`config.mk`:
```
export PLATFORM = sky130hd
export DESIGN_NAME = uart_text_console
export DESIGN_NICKNAME = d
export VERILOG_FILES = /design/src/rtl/uart_text_console_pkg.sv /design/src/rtl/console_ram.sv /design/src/rtl/uart_text_console.sv
export SDC_FILE = /design/constraint.sdc
export NUM_CORES = 1
export LEC_CHECK = 0
export ABC_CLOCK_PERIOD_IN_PS = 8580
export CAP_MARGIN = 20
export CORE_ASPECT_RATIO = 0.6
export CORE_MARGIN = 2
export CORE_UTILIZATION = 40
export DETAILED_ROUTE_END_ITERATION = 12
export PLACE_DENSITY = 0.57
export SLEW_MARGIN = 20
export SYNTH_ARGS = -nofsm -noshare
export SYNTH_HDL_FRONTEND = slang
export SYNTH_HIERARCHICAL = 1
export SYNTH_SLANG_ARGS = --single-unit
```
`constraint.sdc`:
```
create_clock -name i_clk -period 8.58 [get_ports i_clk]
set_clock_uncertainty 0.1 [all_clocks]
set_input_delay 1.716 -clock i_clk [delete_from_list [all_inputs] [get_ports i_clk]]
set_output_delay 1.716 -clock i_clk [all_outputs]
set_load 0.01 [all_outputs]
```
`src/rtl/uart_text_console_pkg.sv`:
```
// Shared constants and state encoding for the UART text console.
package uart_text_console_pkg;

    // Character codes the console reacts to
    localparam logic [7:0] ChrSpace   = 8'h20;
    localparam logic [7:0] ChrBs      = 8'h08;
    localparam logic [7:0] ChrLf      = 8'h0A;
    localparam logic [7:0] ChrFf      = 8'h0C;
    localparam logic [7:0] ChrCr      = 8'h0D;
    localparam logic [7:0] ChrPrintLo = 8'h20;
    localparam logic [7:0] ChrPrintHi = 8'h7E;

    typedef enum logic [1:0] {
        StClrAll,
        StIdle,
        StClrRow
    } state_e;

    function automatic logic is_printable(input logic [7:0] c);
        return (c >= ChrPrintLo) && (c <= ChrPrintHi);
    endfunction

endpackage

```
`src/rtl/console_ram.sv`:
```
// Simple dual-port character store: one synchronous write port, one synchronous read port.
// A read of the cell being written in the same cycle returns the old contents.
module console_ram #(
    parameter int unsigned AddrWidth = 6
) (
    input  logic                 clk_i,
    input  logic                 we_i,
    input  logic [AddrWidth-1:0] waddr_i,
    input  logic [7:0]           wdata_i,
    input  logic [AddrWidth-1:0] raddr_i,
    output logic [7:0]           rdata_o
);

    logic [7:0] mem [2**AddrWidth];

    // Write port and registered read port
    always_ff @(posedge clk_i) begin
        if (we_i) begin
            mem[waddr_i] <= wdata_i;
        end
        rdata_o <= mem[raddr_i];
    end

endmodule

```
`src/rtl/uart_text_console.sv`:
```
// Text console fed by a UART byte stream: cursor handling, control characters,
// scroll/wrap at the bottom and background clearing of the character store.
module uart_text_console
    import uart_text_console_pkg::*;
#(
    parameter int unsigned ROWS   = 4,
    parameter int unsigned COLS   = 16,
    parameter int unsigned SCROLL = 1
) (
    input  logic                    i_clk,
    input  logic                    i_rst,
    input  logic [7:0]              i_RX_Data,
    input  logic                    i_RX_DataValid,
    input  logic [$clog2(ROWS)-1:0] i_rdRow,
    input  logic [$clog2(COLS)-1:0] i_rdCol,
    output logic [7:0]              o_character,
    output logic [$clog2(ROWS)-1:0] o_cursorRow,
    output logic [$clog2(COLS)-1:0] o_cursorCol,
    output logic                    o_busy,
    output logic                    o_drop
);

    localparam int unsigned RowW  = $clog2(ROWS);
    localparam int unsigned ColW  = $clog2(COLS);
    localparam int unsigned AddrW = RowW + ColW;

    localparam logic [RowW-1:0]  LastRow  = RowW'(ROWS - 1);
    localparam logic [ColW-1:0]  LastCol  = ColW'(COLS - 1);
    localparam logic [AddrW-1:0] LastCell = AddrW'(ROWS * COLS - 1);

    state_e           state_q, state_d;
    logic [RowW-1:0]  row_q, row_d;
    logic [ColW-1:0]  col_q, col_d;
    logic [RowW-1:0]  top_q, top_d;
    logic [RowW-1:0]  clr_row_q, clr_row_d;
    logic [AddrW-1:0] clr_cnt_q, clr_cnt_d;
    logic             pend_valid_q, pend_valid_d;
    logic [7:0]       pend_data_q, pend_data_d;
    logic             drop_q, drop_d;

    logic             ram_we;
    logic [AddrW-1:0] ram_waddr;
    logic [7:0]       ram_wdata;
    logic [AddrW-1:0] ram_raddr;
    logic [7:0]       ram_rdata;

    logic             take;
    logic [7:0]       cur_byte;
    logic             newline;
    logic [RowW-1:0]  cur_phys_row;
    logic [RowW-1:0]  rd_phys_row;
    logic [ColW-1:0]  col_dec;

    assign cur_phys_row = row_q + top_q;
    assign rd_phys_row  = i_rdRow + top_q;
    assign col_dec      = col_q - 1'b1;
    assign ram_raddr    = {rd_phys_row, i_rdCol};

    console_ram #(
        .AddrWidth(AddrW)
    ) u_ram (
        .clk_i  (i_clk),
        .we_i   (ram_we),
        .waddr_i(ram_waddr),
        .wdata_i(ram_wdata),
        .raddr_i(ram_raddr),
        .rdata_o(ram_rdata)
    );

    // Next-state: clear sequencing, byte intake/pending, cursor and scroll handling
    always_comb begin
        state_d      = state_q;
        row_d        = row_q;
        col_d        = col_q;
        top_d        = top_q;
        clr_row_d    = clr_row_q;
        clr_cnt_d    = clr_cnt_q;
        pend_valid_d = pend_valid_q;
        pend_data_d  = pend_data_q;
        drop_d       = 1'b0;
        ram_we       = 1'b0;
        ram_waddr    = clr_cnt_q;
        ram_wdata    = ChrSpace;
        take         = 1'b0;
        cur_byte     = pend_data_q;
        newline      = 1'b0;

        unique case (state_q)
            StClrAll: begin
                ram_we    = 1'b1;
                ram_waddr = clr_cnt_q;
                clr_cnt_d = clr_cnt_q + 1'b1;
                if (clr_cnt_q == LastCell) begin
                    state_d = StIdle;
                end
            end
            StClrRow: begin
                ram_we    = 1'b1;
                ram_waddr = {clr_row_q, clr_cnt_q[ColW-1:0]};
                clr_cnt_d = clr_cnt_q + 1'b1;
                if (clr_cnt_q[ColW-1:0] == LastCol) begin
                    state_d = StIdle;
                end
            end
            StIdle: begin
                // The held byte goes first; a byte arriving alongside it takes its slot
                if (pend_valid_q) begin
                    take         = 1'b1;
                    cur_byte     = pend_data_q;
                    pend_valid_d = i_RX_DataValid;
                    if (i_RX_DataValid) begin
                        pend_data_d = i_RX_Data;
                    end
                end else if (i_RX_DataValid) begin
                    take     = 1'b1;
                    cur_byte = i_RX_Data;
                end
            end
            default: state_d = StClrAll;
        endcase

        // While clearing, one byte can wait; anything beyond that is lost
        if (state_q != StIdle && i_RX_DataValid) begin
            if (!pend_valid_q) begin
                pend_valid_d = 1'b1;
                pend_data_d  = i_RX_Data;
            end else begin
                drop_d = 1'b1;
            end
        end

        if (take) begin
            if (is_printable(cur_byte)) begin
                ram_we    = 1'b1;
                ram_waddr = {cur_phys_row, col_q};
                ram_wdata = cur_byte;
                if (col_q == LastCol) begin
                    col_d   = '0;
                    newline = 1'b1;
                end else begin
                    col_d = col_q + 1'b1;
                end
            end else begin
                case (cur_byte)
                    ChrCr: col_d = '0;
                    ChrLf: begin
                        col_d   = '0;
                        newline = 1'b1;
                    end
                    ChrBs: begin
                        if (col_q != '0) begin
                            col_d     = col_dec;
                            ram_we    = 1'b1;
                            ram_waddr = {cur_phys_row, col_dec};
                            ram_wdata = ChrSpace;
                        end
                    end
                    ChrFf: begin
                        row_d     = '0;
                        col_d     = '0;
                        top_d     = '0;
                        clr_cnt_d = '0;
                        state_d   = StClrAll;
                    end
                    default: ;
                endcase
            end

            // Scroll and wrap both blank the physical row currently at the top:
            // after a scroll it becomes the bottom, after a wrap it is logical row 0.
            if (newline) begin
                if (row_q != LastRow) begin
                    row_d = row_q + 1'b1;
                end else begin
                    clr_row_d = top_q;
                    clr_cnt_d = '0;
                    state_d   = StClrRow;
                    if (SCROLL != 0) begin
                        top_d = top_q + 1'b1;
                    end else begin
                        row_d = '0;
                    end
                end
            end
        end
    end

    // State register with synchronous reset into a full clear
    always_ff @(posedge i_clk) begin
        if (i_rst) begin
            state_q      <= StClrAll;
            row_q        <= '0;
            col_q        <= '0;
            top_q        <= '0;
            clr_row_q    <= '0;
            clr_cnt_q    <= '0;
            pend_valid_q <= 1'b0;
            pend_data_q  <= '0;
            drop_q       <= 1'b0;
        end else begin
            state_q      <= state_d;
            row_q        <= row_d;
            col_q        <= col_d;
            top_q        <= top_d;
            clr_row_q    <= clr_row_d;
            clr_cnt_q    <= clr_cnt_d;
            pend_valid_q <= pend_valid_d;
            pend_data_q  <= pend_data_d;
            drop_q       <= drop_d;
        end
    end

    // Store contents are stale during a full clear, so present blanks instead
    assign o_character = (state_q == StClrAll) ? ChrSpace : ram_rdata;
    assign o_cursorRow = row_q;
    assign o_cursorCol = col_q;
    assign o_busy      = (state_q != StIdle);
    assign o_drop      = drop_q;

endmodule

```
==> impl_results.html, run 1 <==
<table>
<tr><th>Metric</th><th>Value</th></tr>
<tr><th colspan="2">Floorplanning</th></tr>
<tr><td>Placement Rows</td><td>66</td></tr>
<tr><td>DIE WIDTH</td><td>just over 300 µm</td></tr>
<tr><td>Chip Height</td><td>186.5 µm</td></tr>
<tr><td>Core region area</td><td>0.05450 mm²</td></tr>
<tr><td>Die Footprint</td><td>between 0.05 and 0.06 mm²</td></tr>
<tr><td>Boundary pin count</td><td>33</td></tr>
<tr><td>Effective utilization at floorplan</td><td>40.76%</td></tr>
<tr><th colspan="2">Layout</th></tr>
<tr><td>Antenna diode instance count</td><td>0</td></tr>
<tr><td>Final-stage net count</td><td>around 1.3k</td></tr>
<tr><td>Final std cell area, no fill</td><td>about 0.025 mm²</td></tr>
<tr><td>Fraction of layout instances using a drive strength above 1</td><td>between 10% and 20%</td></tr>
<tr><td>Area growth from synthesis to layout</td><td>12.55%</td></tr>
<tr><td>Fillers</td><td>4641</td></tr>
<tr><th colspan="2">Power</th></tr>
<tr><td>Power per standard cell area</td><td>~210 mW/mm²</td></tr>
<tr><td>Overall power consumption</td><td>roughly 5.3 mW</td></tr>
<tr><td>Part of the total power dissipated in sequential elements</td><td>55.1%</td></tr>
<tr><td>Switching pwr</td><td>between 1 and 1.5 mW</td></tr>
<tr><td>Pint</td><td>between 4 and 5 mW</td></tr>
<tr><td>Maximum VDD drop</td><td>148.3 µV</td></tr>
<tr><td>Leak Pwr</td><td>just under 9 nW</td></tr>
<tr><td>Part of the total power dissipated in the clock network</td><td>between 40% and 50%</td></tr>
<tr><td>Switching Share</td><td>between 20% and 30%</td></tr>
<tr><td>Share of power burned in combinational logic</td><td>4.0%</td></tr>
<tr><th colspan="2">Clock tree</th></tr>
<tr><td>Cells resized by post-CTS repair</td><td>0</td></tr>
<tr><td>Root buffer cell</td><td>sky130_fd_sc_hd__clkbuf_16</td></tr>
<tr><td>Number of levels in the clock H-tree</td><td>2</td></tr>
<tr><td>TritonCTS clock tree</td><td>built</td></tr>
<tr><td>Clock slew at the register clock pins of the worst setup and hold paths</td><td>0.07 ns</td></tr>
<tr><td>Clk sinks</td><td>548</td></tr>
<tr><td>Hold buffers post-CTS</td><td>0</td></tr>
<tr><td>Insertion delay to the later sink of the worst-skew pair</td><td>0.58 ns</td></tr>
<tr><td>Post CTS Setup Buffer Count</td><td>0</td></tr>
<tr><td>Num CTS Buffers</td><td>48</td></tr>
<tr><td>Largest buffer count on any clock path</td><td>3</td></tr>
<tr><th colspan="2">Global route</th></tr>
<tr><td>Maximum number of pins on one net before global-route repair</td><td>~70</td></tr>
<tr><td>GRT Resource Usage Total</td><td>a little under a fifth</td></tr>
<tr><td>Initial antenna violation count</td><td>0</td></tr>
<tr><td>Grt ovf</td><td>0</td></tr>
<tr><td>Global-route wire length before repair</td><td>just under 80000 µm</td></tr>
<tr><td>Number of global-route vias before repair</td><td>between 10k and 15k</td></tr>
<tr><th colspan="2">Setup path</th></tr>
<tr><td>Required time at the endpoint of the critical path</td><td>8.67 ns</td></tr>
<tr><td>Endpoint of the lowest-slack register-to-register path</td><td>u_ram/mem[19][3]</td></tr>
<tr><td>Classification of the worst setup path</td><td>in -&gt; reg</td></tr>
<tr><td>Crit Reg-Reg Startpoint</td><td>state_q[0]</td></tr>
<tr><td>Reg-to-reg slack, setup</td><td>3.71 ns</td></tr>
<tr><td>Beginning of the critical path</td><td>i_RX_DataValid</td></tr>
<tr><td>Number of cells on the worst reg-to-reg path</td><td>10</td></tr>
<tr><td>Launching element type of the critical path</td><td>primary input</td></tr>
<tr><td>Data arrival at the endpoint of the critical path</td><td>approximately 6.3 ns</td></tr>
<tr><td>Capturing element type of the critical path</td><td>flip-flop</td></tr>
<tr><td>Worst Path Max Fanout</td><td>18</td></tr>
<tr><th colspan="2">Flow run</th></tr>
<tr><td># Max-Cap Violations</td><td>0</td></tr>
<tr><th colspan="2">Placement</th></tr>
<tr><td>Worst slack at placement</td><td>roughly 1.8 ns</td></tr>
<tr><td>Port Buf Inserts</td><td>32</td></tr>
<tr><td>Routability Congestion</td><td>about 0.81</td></tr>
<tr><td>Placement Cell Area</td><td>0.02347 mm²</td></tr>
<tr><td>Sum of net half-perimeters after detailed placement</td><td>between 30000 and 40000 µm</td></tr>
<tr><th colspan="2">Run status</th></tr>
<tr><td>Status</td><td>finished, final reports clean</td></tr>
<tr><th colspan="2">Timing</th></tr>
<tr><td>Worst Hold Margin</td><td>about 0.39 ns</td></tr>
<tr><td>Fraction of the cycle the final worst path needs</td><td>roughly 72%</td></tr>
<tr><td>Final worst-path setup slack</td><td>~2.4 ns</td></tr>
<tr><td>Final max-slew violation count</td><td>0</td></tr>
<tr><td>Worst relative slew slack</td><td>between 20% and 30%</td></tr>
<tr><td>Number of hold-slack violations in the final timing report</td><td>0</td></tr>
<tr><td>Highest clock rate</td><td>about 160 MHz</td></tr>
<tr><td>Transition at the pin with the smallest max-transition slack</td><td>between 1 and 1.5 ns</td></tr>
<tr><td>Fin crit period</td><td>about 6.2 ns</td></tr>
<tr><td>TNS Setup</td><td>0 ns</td></tr>
<tr><td>Setup repair after global routing missed its margin</td><td>no</td></tr>
<tr><td>Final setup viols</td><td>0</td></tr>
<tr><th colspan="2">Worst hold path</th></tr>
<tr><td>Sink of the worst hold path</td><td>clr_row_q[0]</td></tr>
<tr><td>Hold path cells</td><td>2</td></tr>
<tr><td>Hold Path Class</td><td>reg -&gt; reg</td></tr>
<tr><td>Origin of the worst min-delay path</td><td>clr_row_q[0]</td></tr>
<tr><th colspan="2">Yosys</th></tr>
<tr><td>Area of the mapped netlist</td><td>around 0.022 mm²</td></tr>
<tr><td>Synth area leader</td><td>sky130_fd_sc_hd__edfxtp_1</td></tr>
<tr><td>Syn avg cell area</td><td>~18 µm²</td></tr>
<tr><td>Synth async-reset ratio</td><td>0%</td></tr>
<tr><td>Number of enable-type register cells in the synthesized netlist</td><td>between 500 and 600</td></tr>
<tr><td>Most used DFF post-synth</td><td>sky130_fd_sc_hd__edfxtp_1</td></tr>
<tr><td>Number of warnings issued by yosys</td><td>6</td></tr>
<tr><td>Area share of the leading cell type in the synthesized netlist</td><td>about 70%</td></tr>
<tr><td>Distinct cell type count after synthesis</td><td>70</td></tr>
<tr><td>FF+latch count, synth</td><td>548</td></tr>
<tr><td>Gate Count Post-Synth</td><td>around 1.2k</td></tr>
<tr><td>Proportion of synthesized chip area in sequential cells</td><td>between 70% and 80%</td></tr>
<tr><td>Largest cells by area after synthesis</td><td>sky130_fd_sc_hd__edfxtp_1 69%, sky130_fd_sc_hd__mux4_2 13%, sky130_fd_sc_hd__dfxtp_1 3.2%, sky130_fd_sc_hd__nor2_1 1.8%, sky130_fd_sc_hd__mux2i_1 1.3%</td></tr>
<tr><th colspan="2">Drt</th></tr>
<tr><td>Pre-antenna DRT Iters</td><td>5</td></tr>
<tr><td>Vias</td><td>around 12k</td></tr>
<tr><td>Remaining design rule violation count</td><td>0</td></tr>
<tr><td>Wire length per cell after detailed routing</td><td>roughly 26 µm</td></tr>
<tr><td>Detailed-route wire length</td><td>between 50000 and 60000 µm</td></tr>
<tr><td>Post-detailed-route via-to-cell ratio</td><td>approximately 5.7</td></tr>
<tr><td>Number of DRC markers after the initial detailed-route iteration</td><td>roughly 1.4k</td></tr>
<tr><td>Post-route antenna net violation count</td><td>0</td></tr>
</table>
[sequential cells by signal, summed over array words and instances, names as in the netlist]
register	flops
u_ram/mem	512
pend_data_q	8
u_ram/rdata_o	8
clr_cnt_q	6
o_cursorCol	4
clr_row_q	2
o_cursorRow	2
state_q	2
top_q	2
o_drop	1
pend_valid_q	1
[worst max-delay path, cell delays in order]
cell and delay, ns:
sky130_fd_sc_hd__clkdlybuf4s50_1 0.73, sky130_fd_sc_hd__nor4bb_2 0.35, sky130_fd_sc_hd__buf_4 0.27, sky130_fd_sc_hd__nand2_1 0.09, sky130_fd_sc_hd__o22ai_2 0.25, sky130_fd_sc_hd__nand2b_1 0.18, sky130_fd_sc_hd__a21oi_2 0.32, sky130_fd_sc_hd__a2bb2oi_1 0.73
sky130_fd_sc_hd__nor2b_1 0.26, sky130_fd_sc_hd__nand3_1 0.61, sky130_fd_sc_hd__nor2_1 0.78
[worst max-delay path by stage]
stage,slack [ns],end,cells after the start
final,2.37,u_ram/mem[19][3],11
after global routing,1.91,u_ram/mem[59][1],11
after CTS,2.40,u_ram/mem[22][3],10
after detailed placement,1.81,u_ram/mem[22][7],10
after global placement,2.11,u_ram/mem[35][4],11
after floorplan,3.27,u_ram/mem[0][0],6
[power by group through the flow]
stage | combinational, mW | sequential, mW | clock (mW)
6_report | 0.213 | 2.91 | 2.16
3_3_place_gp | 0.210 | 2.97 | 0
5_1_grt | 0.230 | 2.91 | 2.31
4_1_cts | 0.213 | 2.91 | 2.21
3_5_place_dp | 0.212 | 2.97 | 0
2_1_floorplan | 0.151 | 2.97 | 0
[synthesized netlist by cell type, types with 5 or more instances]
cell type	count
sky130_fd_sc_hd__inv_1	9
sky130_fd_sc_hd__o22ai_1	9
sky130_fd_sc_hd__buf_4	14
sky130_fd_sc_hd__mux2_2	15
sky130_fd_sc_hd__buf_6	6
sky130_fd_sc_hd__a21oi_1	27
sky130_fd_sc_hd__xnor2_1	6
sky130_fd_sc_hd__buf_2	12
sky130_fd_sc_hd__o221ai_1	8
sky130_fd_sc_hd__ha_1	6
sky130_fd_sc_hd__buf_1	5
sky130_fd_sc_hd__nor2b_1	24
sky130_fd_sc_hd__nand2_1	53
sky130_fd_sc_hd__dfxtp_1	36
sky130_fd_sc_hd__nand4_1	8
sky130_fd_sc_hd__edfxtp_1	512
sky130_fd_sc_hd__nor2_1	108
sky130_fd_sc_hd__nor3_1	10
sky130_fd_sc_hd__mux2i_1	28
sky130_fd_sc_hd__mux4_2	126
sky130_fd_sc_hd__a211oi_1	8
sky130_fd_sc_hd__o2111ai_1	5
sky130_fd_sc_hd__a221oi_1	7
sky130_fd_sc_hd__nand2b_1	13
sky130_fd_sc_hd__clkbuf_1	25
sky130_fd_sc_hd__o21ai_0	11
sky130_fd_sc_hd__nand3_1	29
sky130_fd_sc_hd__nand3b_1	5
[cells in the final DEF, fill, tap and decap left out, types with 9 or more instances in the layout]
cell | Yosys | layout
sky130_fd_sc_hd__mux2i_1 | 28 | 28
sky130_fd_sc_hd__nand3_1 | 29 | 29
sky130_fd_sc_hd__a21oi_1 | 27 | 21
sky130_fd_sc_hd__mux4_2 | 126 | 126
sky130_fd_sc_hd__dfxtp_1 | 36 | 36
sky130_fd_sc_hd__nor2b_1 | 24 | 24
sky130_fd_sc_hd__nand2_1 | 53 | 53
sky130_fd_sc_hd__mux2_2 | 15 | 15
sky130_fd_sc_hd__buf_4 | 14 | 15
sky130_fd_sc_hd__clkdlybuf4s50_1 | 0 | 28
sky130_fd_sc_hd__conb_1 | 1 | 64
sky130_fd_sc_hd__nor2_1 | 108 | 108
sky130_fd_sc_hd__nand2b_1 | 13 | 13
sky130_fd_sc_hd__o22ai_1 | 9 | 9
sky130_fd_sc_hd__edfxtp_1 | 512 | 512
sky130_fd_sc_hd__clkbuf_16 | 0 | 49
sky130_fd_sc_hd__o21ai_0 | 11 | 11
sky130_fd_sc_hd__inv_1 | 9 | 9
[cells by family after synthesis]
family,Yosys count,share of synthesized area [%]
simple gates,276,5.931
mux,169,14.80
xor+xnor,10,0.3943
fa+ha+maj,6,0.3380
flops,548,72.46
other cells,1,0.01688
compound gates,125,4.174
buf+inv,73,1.887
[area by class of cell]
cell class,instances,area (µm²),share of cell area (%)
inverter,9,33.78,0.1351
tap,714,893.4,3.573
sequential,548,16100,64.38
multi-input combinational,650,6018,24.07
clock buffer,59,1284,5.135
timing repair buffer,46,431.7,1.727
clock inverter,24,244.0,0.9759
[stage by stage]
stage | utilization (%) | instances
global placement | 43.05 | 1967
global route | 45.87 | 2050
detailed placement | 43.07 | 1967
CTS | 45.87 | 2050
finish | 45.87 | 2050
floorplan | - | 1271
[metal layers]
layer  wire length, µm  GRT usage, %
met5                 0             0
met4               757         3.321
met3              5464         5.383
met2             21120         24.00
met1             26770         32.07
No activity file was read; power rests on OpenSTA's default activity.
==> run 2: changes to the inputs <==
--- a/config.mk
+++ b/config.mk
@@ -5,7 +5,7 @@
 export SDC_FILE = /design/constraint.sdc
 export NUM_CORES = 1
 export LEC_CHECK = 0
-export ABC_CLOCK_PERIOD_IN_PS = 8580
+export ABC_CLOCK_PERIOD_IN_PS = 5820
 export CAP_MARGIN = 20
 export CORE_ASPECT_RATIO = 0.6
 export CORE_MARGIN = 2
==> constraint.sdc (replaced) <==
create_clock -name i_clk -period 5.82 [get_ports i_clk]
set_clock_uncertainty 0.1 [all_clocks]
set_input_delay 1.164 -clock i_clk [delete_from_list [all_inputs] [get_ports i_clk]]
set_output_delay 1.164 -clock i_clk [all_outputs]
set_load 0.01 [all_outputs]
==> run 2 against run 1 <==
Against the previous run: core utilization rose by 0.62 points; worst setup slack got worse by 1.6 ns; first-iteration DRC count fell by 13%; sequential share of layout area fell by 0.86 points; power rose by 46%; via count rose by 0.79%; non-clock buffer count rose by 50; sequential cell count did not move; critical endpoint is now u_ram/mem[30][2]; largest cell class unchanged; highest routed layer unchanged.
==> impl_results.html, run 2 (synthesis gave the netlist of run 1 again) <==
<table>
<tr><th>Metric</th><th>Value</th></tr>
<tr><th colspan="2">Setup path</th></tr>
<tr><td>Critical path, cell by cell</td><td>clkdlybuf4s50_1, nor4_2, nand3b_1, o22ai_2, nand2b_1, a21oi_2, a2bb2oi_1, nand3b_1, nor2_1</td></tr>
<tr><td>Data arrival at the endpoint of the critical path</td><td>roughly 5.2 ns</td></tr>
<tr><td>Reg-to-reg slack, setup</td><td>about 1.4 ns</td></tr>
<tr><td>Cell with the largest stage delay on the worst path</td><td>sky130_fd_sc_hd__nor2_1</td></tr>
<tr><td>Buffers and inverters on the worst path</td><td>1</td></tr>
<tr><td>Classification of the worst setup path</td><td>in -&gt; reg</td></tr>
<tr><td>Required time at the endpoint of the critical path</td><td>between 5 and 6 ns</td></tr>
<tr><td>Number of cells on the worst reg-to-reg path</td><td>9</td></tr>
<tr><td>Capturing element type of the critical path</td><td>flip-flop</td></tr>
<tr><td>Crit-path most repeated cell</td><td>sky130_fd_sc_hd__nand3b_1</td></tr>
<tr><td>Delay of the slowest cell on the worst path</td><td>0.83 ns</td></tr>
<tr><td>Worst Path Max Fanout</td><td>8</td></tr>
<tr><td>Endpoint of the lowest-slack register-to-register path</td><td>u_ram/mem[30][2]</td></tr>
<tr><td>Launching element type of the critical path</td><td>primary input</td></tr>
<tr><td>Dominant delay contributor by cell family on the critical path</td><td>simple AND/OR/NAND/NOR gates</td></tr>
<tr><td>Crit Reg-Reg Startpoint</td><td>state_q[0]</td></tr>
<tr><th colspan="2">Floorplanning</th></tr>
<tr><td>Placement Rows</td><td>66</td></tr>
<tr><td>Die Footprint</td><td>about 0.057 mm²</td></tr>
<tr><td>Effective utilization at floorplan</td><td>40.76%</td></tr>
<tr><td>DIE WIDTH</td><td>about 310 µm</td></tr>
<tr><td>Core region area</td><td>around 0.055 mm²</td></tr>
<tr><td>Boundary pin count</td><td>33</td></tr>
<tr><td>Chip Height</td><td>roughly 190 µm</td></tr>
<tr><th colspan="2">Layout</th></tr>
<tr><td>Fillers</td><td>roughly 4.6k</td></tr>
<tr><td>Largest reg by FF count</td><td>u_ram/mem</td></tr>
<tr><td>Combined area of the multi-input logic cells</td><td>approximately 0.0060 mm²</td></tr>
<tr><td>Area occupied by registers</td><td>around 0.016 mm²</td></tr>
<tr><td>Final std cell area, no fill</td><td>between 0.02 and 0.03 mm²</td></tr>
<tr><td>Most frequent cells in the layout</td><td>512 x sky130_fd_sc_hd__edfxtp_1, 126 x sky130_fd_sc_hd__mux4_2, 108 x sky130_fd_sc_hd__nor2_1, 65 x sky130_fd_sc_hd__buf_4, 64 x sky130_fd_sc_hd__conb_1</td></tr>
<tr><td>Fraction of layout instances using a drive strength above 1</td><td>about a fifth</td></tr>
<tr><td>Final-stage net count</td><td>1377</td></tr>
<tr><td>Largest registers ranked by flip-flop count</td><td>u_ram/mem (512), pend_data_q (8), u_ram/rdata_o (8)</td></tr>
<tr><td>Final Non-Filler Cells</td><td>between 2k and 2.5k</td></tr>
<tr><td>Max reg flops</td><td>512</td></tr>
<tr><td>Leading cell type in the layout, fill and taps excluded</td><td>sky130_fd_sc_hd__edfxtp_1</td></tr>
<tr><td>Antenna diode instance count</td><td>0</td></tr>
<tr><td>Area growth from synthesis to layout</td><td>14.07%</td></tr>
<tr><th colspan="2">Timing</th></tr>
<tr><td>Worst relative slew slack</td><td>roughly 28%</td></tr>
<tr><td>Highest clock rate</td><td>198.1 MHz</td></tr>
<tr><td>Fin crit period</td><td>between 5 and 6 ns</td></tr>
<tr><td>Setup repair after global routing missed its margin</td><td>no</td></tr>
<tr><td>Fraction of the cycle the final worst path needs</td><td>about 87%</td></tr>
<tr><td>Final max-slew violation count</td><td>0</td></tr>
<tr><td>Transition at the pin with the smallest max-transition slack</td><td>roughly 1.1 ns</td></tr>
<tr><td>Number of hold-slack violations in the final timing report</td><td>0</td></tr>
<tr><td>Final setup viols</td><td>0</td></tr>
<tr><td>TNS Setup</td><td>0 ns</td></tr>
<tr><th colspan="2">Drt</th></tr>
<tr><td>Pre-antenna DRT Iters</td><td>5</td></tr>
<tr><td>Post-route antenna net violation count</td><td>0</td></tr>
<tr><td>Wire length per cell after detailed routing</td><td>25.77 µm</td></tr>
<tr><td>Remaining design rule violation count</td><td>0</td></tr>
<tr><td>Vias</td><td>around 12k</td></tr>
<tr><td>Post-detailed-route via-to-cell ratio</td><td>between 5 and 6</td></tr>
<tr><td>Detailed-route wire length</td><td>54220 µm</td></tr>
<tr><td>Number of DRC markers after the initial detailed-route iteration</td><td>about 1.2k</td></tr>
<tr><th colspan="2">Worst hold path</th></tr>
<tr><td>Origin of the worst min-delay path</td><td>clr_row_q[0]</td></tr>
<tr><td>Hold Path Class</td><td>reg -&gt; reg</td></tr>
<tr><td>Hold path cells</td><td>2</td></tr>
<tr><td>Sink of the worst hold path</td><td>clr_row_q[0]</td></tr>
<tr><th colspan="2">Clock tree</th></tr>
<tr><td>Cells resized by post-CTS repair</td><td>0</td></tr>
<tr><td>TritonCTS clock tree</td><td>built</td></tr>
<tr><td>Clk sinks</td><td>between 500 and 600</td></tr>
<tr><td>Clock slew at the register clock pins of the worst setup and hold paths</td><td>around 0.060 ns</td></tr>
<tr><td>Post CTS Setup Buffer Count</td><td>0</td></tr>
<tr><td>Number of levels in the clock H-tree</td><td>2</td></tr>
<tr><td>Largest buffer count on any clock path</td><td>3</td></tr>
<tr><td>Num CTS Buffers</td><td>between 40 and 50</td></tr>
<tr><td>Hold buffers post-CTS</td><td>0</td></tr>
<tr><td>Insertion delay to the later sink of the worst-skew pair</td><td>slightly below 0.6 ns</td></tr>
<tr><td>Root buffer cell</td><td>sky130_fd_sc_hd__clkbuf_16</td></tr>
<tr><th colspan="2">Placement</th></tr>
<tr><td>Sum of net half-perimeters after detailed placement</td><td>around 35000 µm</td></tr>
<tr><td>Routability Congestion</td><td>slightly above 0.8</td></tr>
<tr><td>Placement Cell Area</td><td>around 0.024 mm²</td></tr>
<tr><td># placed instances</td><td>2017</td></tr>
<tr><td>Port Buf Inserts</td><td>32</td></tr>
<tr><th colspan="2">Global route</th></tr>
<tr><td>GRT Resource Usage Total</td><td>a little under a fifth</td></tr>
<tr><td>Global-route wire length before repair</td><td>between 80000 and 90000 µm</td></tr>
<tr><td>Number of global-route vias before repair</td><td>roughly 12k</td></tr>
<tr><td>Maximum number of pins on one net before global-route repair</td><td>slightly below 80</td></tr>
<tr><td>Initial antenna violation count</td><td>0</td></tr>
<tr><td>Grt ovf</td><td>0</td></tr>
<tr><th colspan="2">Power</th></tr>
<tr><td>Switching Share</td><td>roughly a fifth</td></tr>
<tr><td>Pint</td><td>roughly 6.1 mW</td></tr>
<tr><td>Part of the total power dissipated in the clock network</td><td>between 40% and 50%</td></tr>
<tr><td>Leak Pwr</td><td>between 8 and 9 nW</td></tr>
<tr><td>Maximum VDD drop</td><td>~190 µV</td></tr>
<tr><td>Switching pwr</td><td>about 1.6 mW</td></tr>
<tr><td>Power per standard cell area</td><td>305.0 mW/mm²</td></tr>
<tr><td>Part of the total power dissipated in sequential elements</td><td>between 50% and 60%</td></tr>
<tr><td>Share of power burned in combinational logic</td><td>4.2%</td></tr>
<tr><th colspan="2">Flow run</th></tr>
<tr><td># Max-Cap Violations</td><td>0</td></tr>
<tr><th colspan="2">Run status</th></tr>
<tr><td>Status</td><td>finished, final reports clean</td></tr>
</table>
==> run 2: final cells by class <==
class                   instances  area share (%)
multi-input cells             650           23.71
well taps                     714           3.526
clock inverters                27          0.9136
repair buffers                 96           3.185
flip-flops and latches        548           63.53
inverters                       9          0.1333
clock buffers                  60           5.002
==> run 2: metal layers <==
| metal | GRT usage [%] | routed length [µm] |
|---|---|---|
| met5 | 0 | 0 |
| met4 | 3.358 | 813 |
| met3 | 5.417 | 5183 |
| met2 | 24.71 | 21740 |
| met1 | 31.52 | 26480 |
==> run 2: per-stage QoR <==
step | setup slack (ns) | hold WS [ns] | power, mW | util, %
after CTS | 0.8159 | 0.3900 | 7.794 | 46.49
after global placement | 0.3485 | 0.3756 | 4.698 | 43.74
after detailed placement | 0.2015 | 0.3729 | 4.701 | 43.74
after floorplan | 1.065 | 0.3515 | 4.595 | -
after global routing | 0.4542 | 0.4156 | 7.977 | 46.49
final | 0.7713 | 0.3976 | 7.726 | 46.49
==> run 2: tightest hold or removal path: stages, from the launching register on <==
cell,delay [ns]
sky130_fd_sc_hd__dfxtp_1,0.32
sky130_fd_sc_hd__o21ai_0,0.07
sky130_fd_sc_hd__a21oi_1,0.06
==> run 2: power by group through the flow <==
stage               registers (mW)  logic, mW  clock network [mW]
global route                  4.29      0.349                3.33
detailed placement            4.38      0.322                   0
global placement              4.38      0.318                   0
finish                        4.30      0.322                3.11
CTS                           4.29      0.323                3.18
floorplan                     4.37      0.222                   0
==> run 2: worst max-delay path by stage <==
stage	startpoint	to	slack [ns]	cells after the start
after floorplan	i_RX_DataValid	u_ram/mem[0][0]	1.07	6
after global placement	i_RX_Data[4]	u_ram/mem[29][4]	0.35	9
after detailed placement	i_RX_Data[4]	u_ram/mem[5][6]	0.20	12
after CTS	i_RX_Data[4]	u_ram/mem[5][4]	0.82	12
after global routing	i_RX_Data[4]	u_ram/mem[5][0]	0.45	12
final	i_RX_Data[4]	u_ram/mem[30][2]	0.77	9
==> run 3: changes to the inputs <==
--- a/config.mk
+++ b/config.mk
@@ -11,7 +11,8 @@
 export CORE_MARGIN = 2
 export CORE_UTILIZATION = 40
 export DETAILED_ROUTE_END_ITERATION = 12
-export PLACE_DENSITY = 0.57
+export DONT_BUFFER_PORTS = 1
+export PLACE_DENSITY = 0.56
 export SLEW_MARGIN = 20
 export SYNTH_ARGS = -nofsm -noshare
 export SYNTH_HDL_FRONTEND = slang
==> run 3 against run 2 <==
Against the previous run: combinational power is 23% lower; design area decreased by 0.49%; critical path type unchanged; first-iteration DRC count grew 9.6%; critical endpoint is now u_ram/mem[57][0]; largest power group unchanged; sequential share of layout area is 0.31 points higher; clock power rose by 8.4%; sequential power hardly changed; non-clock buffer count down 28.
==> impl_results.html, run 3 (synthesis gave the netlist of run 1 again) <==
<table>
<tr><th>Metric</th><th>Value</th></tr>
<tr><th colspan="2">Floorplanning</th></tr>
<tr><td>Core region area</td><td>approximately 0.055 mm²</td></tr>
<tr><td>Die Footprint</td><td>around 0.057 mm²</td></tr>
<tr><td>Placement Rows</td><td>between 60 and 70</td></tr>
<tr><td>Effective utilization at floorplan</td><td>between 40 and 50%</td></tr>
<tr><td>DIE WIDTH</td><td>just over 300 µm</td></tr>
<tr><td>Chip Height</td><td>186.5 µm</td></tr>
<tr><td>Boundary pin count</td><td>33</td></tr>
<tr><th colspan="2">Timing</th></tr>
<tr><td>Transition at the pin with the smallest max-transition slack</td><td>0.9890 ns</td></tr>
<tr><td>TNS Setup</td><td>0 ns</td></tr>
<tr><td>Setup repair after global routing missed its margin</td><td>no</td></tr>
<tr><td>Highest clock rate</td><td>between 200 and 250 MHz</td></tr>
<tr><td>Fraction of the cycle the final worst path needs</td><td>about four fifths</td></tr>
<tr><td>Final max-slew violation count</td><td>0</td></tr>
<tr><td>Fin crit period</td><td>between 4 and 5 ns</td></tr>
<tr><td>Worst relative slew slack</td><td>between 30 and 40%</td></tr>
<tr><td>Number of hold-slack violations in the final timing report</td><td>0</td></tr>
<tr><td>Final setup viols</td><td>0</td></tr>
<tr><th colspan="2">Layout</th></tr>
<tr><td>Fraction of layout instances using a drive strength above 1</td><td>around 22%</td></tr>
<tr><td>Max reg flops</td><td>512</td></tr>
<tr><td>Final std cell area, no fill</td><td>approximately 0.025 mm²</td></tr>
<tr><td>Most frequent cells in the layout</td><td>512 x sky130_fd_sc_hd__edfxtp_1, 126 x sky130_fd_sc_hd__mux4_2, 108 x sky130_fd_sc_hd__nor2_1, 68 x sky130_fd_sc_hd__buf_4, 64 x sky130_fd_sc_hd__conb_1</td></tr>
<tr><td>Antenna diode instance count</td><td>0</td></tr>
<tr><td>Area growth from synthesis to layout</td><td>13.51%</td></tr>
<tr><td>Largest registers ranked by flip-flop count</td><td>u_ram/mem (512), pend_data_q (8), u_ram/rdata_o (8)</td></tr>
<tr><td>Largest reg by FF count</td><td>u_ram/mem</td></tr>
<tr><td>Leading cell type in the layout, fill and taps excluded</td><td>sky130_fd_sc_hd__edfxtp_1</td></tr>
<tr><td>Final-stage net count</td><td>about 1.3k</td></tr>
<tr><th colspan="2">Placement</th></tr>
<tr><td>Routability Congestion</td><td>a little under 0.8</td></tr>
<tr><td>Sum of net half-perimeters after detailed placement</td><td>~33000 µm</td></tr>
<tr><td>Placement Cell Area</td><td>0.02355 mm²</td></tr>
<tr><td>Port Buf Inserts</td><td>0</td></tr>
<tr><th colspan="2">Power</th></tr>
<tr><td>Overall power consumption</td><td>around 7.9 mW</td></tr>
<tr><td>Power per standard cell area</td><td>313.7 mW/mm²</td></tr>
<tr><td>Leak Pwr</td><td>between 8 and 9 nW</td></tr>
<tr><td>Maximum VDD drop</td><td>roughly 210 µV</td></tr>
<tr><th colspan="2">Flow run</th></tr>
<tr><td># Max-Cap Violations</td><td>0</td></tr>
<tr><th colspan="2">Clock tree</th></tr>
<tr><td>Insertion delay to the later sink of the worst-skew pair</td><td>0.58 ns</td></tr>
<tr><td>Num CTS Buffers</td><td>between 40 and 50</td></tr>
<tr><td>Clk sinks</td><td>~550</td></tr>
<tr><td>Cells resized by post-CTS repair</td><td>0</td></tr>
<tr><td>Root buffer cell</td><td>sky130_fd_sc_hd__clkbuf_16</td></tr>
<tr><td>Post CTS Setup Buffer Count</td><td>0</td></tr>
<tr><td>Hold buffers post-CTS</td><td>0</td></tr>
<tr><td>TritonCTS clock tree</td><td>built</td></tr>
<tr><td>Number of levels in the clock H-tree</td><td>2</td></tr>
<tr><td>Largest buffer count on any clock path</td><td>3</td></tr>
<tr><td>Clock slew at the register clock pins of the worst setup and hold paths</td><td>around 0.060 ns</td></tr>
<tr><th colspan="2">Setup path</th></tr>
<tr><td>Launching element type of the critical path</td><td>primary input</td></tr>
<tr><td>Data arrival at the endpoint of the critical path</td><td>~4.8 ns</td></tr>
<tr><td>Worst Path Max Fanout</td><td>16</td></tr>
<tr><td>Capturing element type of the critical path</td><td>flip-flop</td></tr>
<tr><td>Classification of the worst setup path</td><td>in -&gt; reg</td></tr>
<tr><td>Required time at the endpoint of the critical path</td><td>about 5.9 ns</td></tr>
<tr><th colspan="2">Global route</th></tr>
<tr><td>GRT Resource Usage Total</td><td>18.75%</td></tr>
<tr><td>Grt ovf</td><td>0</td></tr>
<tr><td>Initial antenna violation count</td><td>2</td></tr>
<tr><td>Number of global-route vias before repair</td><td>about 12k</td></tr>
<tr><td>Maximum number of pins on one net before global-route repair</td><td>138</td></tr>
<tr><td>Global-route wire length before repair</td><td>approximately 79000 µm</td></tr>
<tr><th colspan="2">Drt</th></tr>
<tr><td>Number of DRC markers after the initial detailed-route iteration</td><td>1319</td></tr>
<tr><td>Pre-antenna DRT Iters</td><td>5</td></tr>
<tr><td>Post-detailed-route via-to-cell ratio</td><td>between 5 and 6</td></tr>
<tr><td>Remaining design rule violation count</td><td>0</td></tr>
<tr><td>Detailed-route wire length</td><td>53500 µm</td></tr>
<tr><td>Post-route antenna net violation count</td><td>0</td></tr>
<tr><td>Wire length per cell after detailed routing</td><td>between 20 and 30 µm</td></tr>
<tr><td>Vias</td><td>11.75k</td></tr>
<tr><th colspan="2">Worst hold path</th></tr>
<tr><td>Hold Path Class</td><td>reg -&gt; reg</td></tr>
<tr><th colspan="2">Run status</th></tr>
<tr><td>Status</td><td>finished, final reports clean</td></tr>
</table>
==> run 3: cell count changes in the layout (fill, tap and decap cells not counted), moves of 2 or more <==
cell	change
sky130_fd_sc_hd__buf_4	+3
sky130_fd_sc_hd__bufinv_16	+4
sky130_fd_sc_hd__clkbuf_1	-7
sky130_fd_sc_hd__clkbuf_16	+2
sky130_fd_sc_hd__clkdlybuf4s50_1	-28
sky130_fd_sc_hd__clkinv_2	+5
sky130_fd_sc_hd__clkinv_8	-2
sky130_fd_sc_hd__inv_6	+2
==> run 3: worst max-delay path, stage by stage <==
cell,delay [ns]
sky130_fd_sc_hd__nor4bb_4,0.18
sky130_fd_sc_hd__buf_4,0.19
sky130_fd_sc_hd__o41ai_4,0.86
sky130_fd_sc_hd__o21ai_0,0.20
sky130_fd_sc_hd__a31oi_1,0.53
sky130_fd_sc_hd__nand3_1,0.67
sky130_fd_sc_hd__nor2_1,0.95
==> run 3: final cells by class <==
class,instances,area [µm²]
clock buffers,55,1291
clock inverters,36,365.4
fillers,4665,29290
inverters,9,33.78
multi-input cells,650,6023
flip-flops and latches,548,16100
well taps,714,893.4
repair buffers,68,510.5
==> run 3: stage by stage <==
step | worst slack (ns) | hold WS, ns | utilization, % | cells
2_1_floorplan | 1.065 | 0.3515 | - | 1271
3_3_place_gp | 0.8249 | 0.3716 | 43.21 | 1989
3_5_place_dp | 0.6887 | 0.3787 | 43.21 | 1989
4_1_cts | 1.279 | 0.3903 | 46.25 | 2080
5_1_grt | 1.068 | 0.4040 | 46.26 | 2080
6_report | 1.176 | 0.3905 | 46.26 | 2080
==> run 3: path summary, 6_finish.rpt <==
path	from	end	slack, ns	cells after the start
max	i_RX_DataValid	u_ram/mem[57][0]	1.18	7
min	clr_row_q[0]	clr_row_q[0]	0.39	2
max reg2reg	state_q[0]	u_ram/mem[57][0]	1.24	7
min reg2reg	clr_row_q[0]	clr_row_q[0]	0.39	2
==> run 3: report_power, final <==
group | internal [mW] | switching (mW) | total (mW)
Sequential | 4.28 | 0.0150 | 4.29
Combinational | 0.111 | 0.137 | 0.249
Clock | 1.91 | 1.46 | 3.37
Total | 6.30 | 1.61 | 7.91
==> run 3: layer usage <==
layer	GRT usage, %	share of wire (%)	vias to the layer above
met3	5.281	9.7	59
met5	0	0	-
met1	30.47	48	6158
li1	-	-	5067
met2	24.96	41	462
met4	3.415	1.4	0
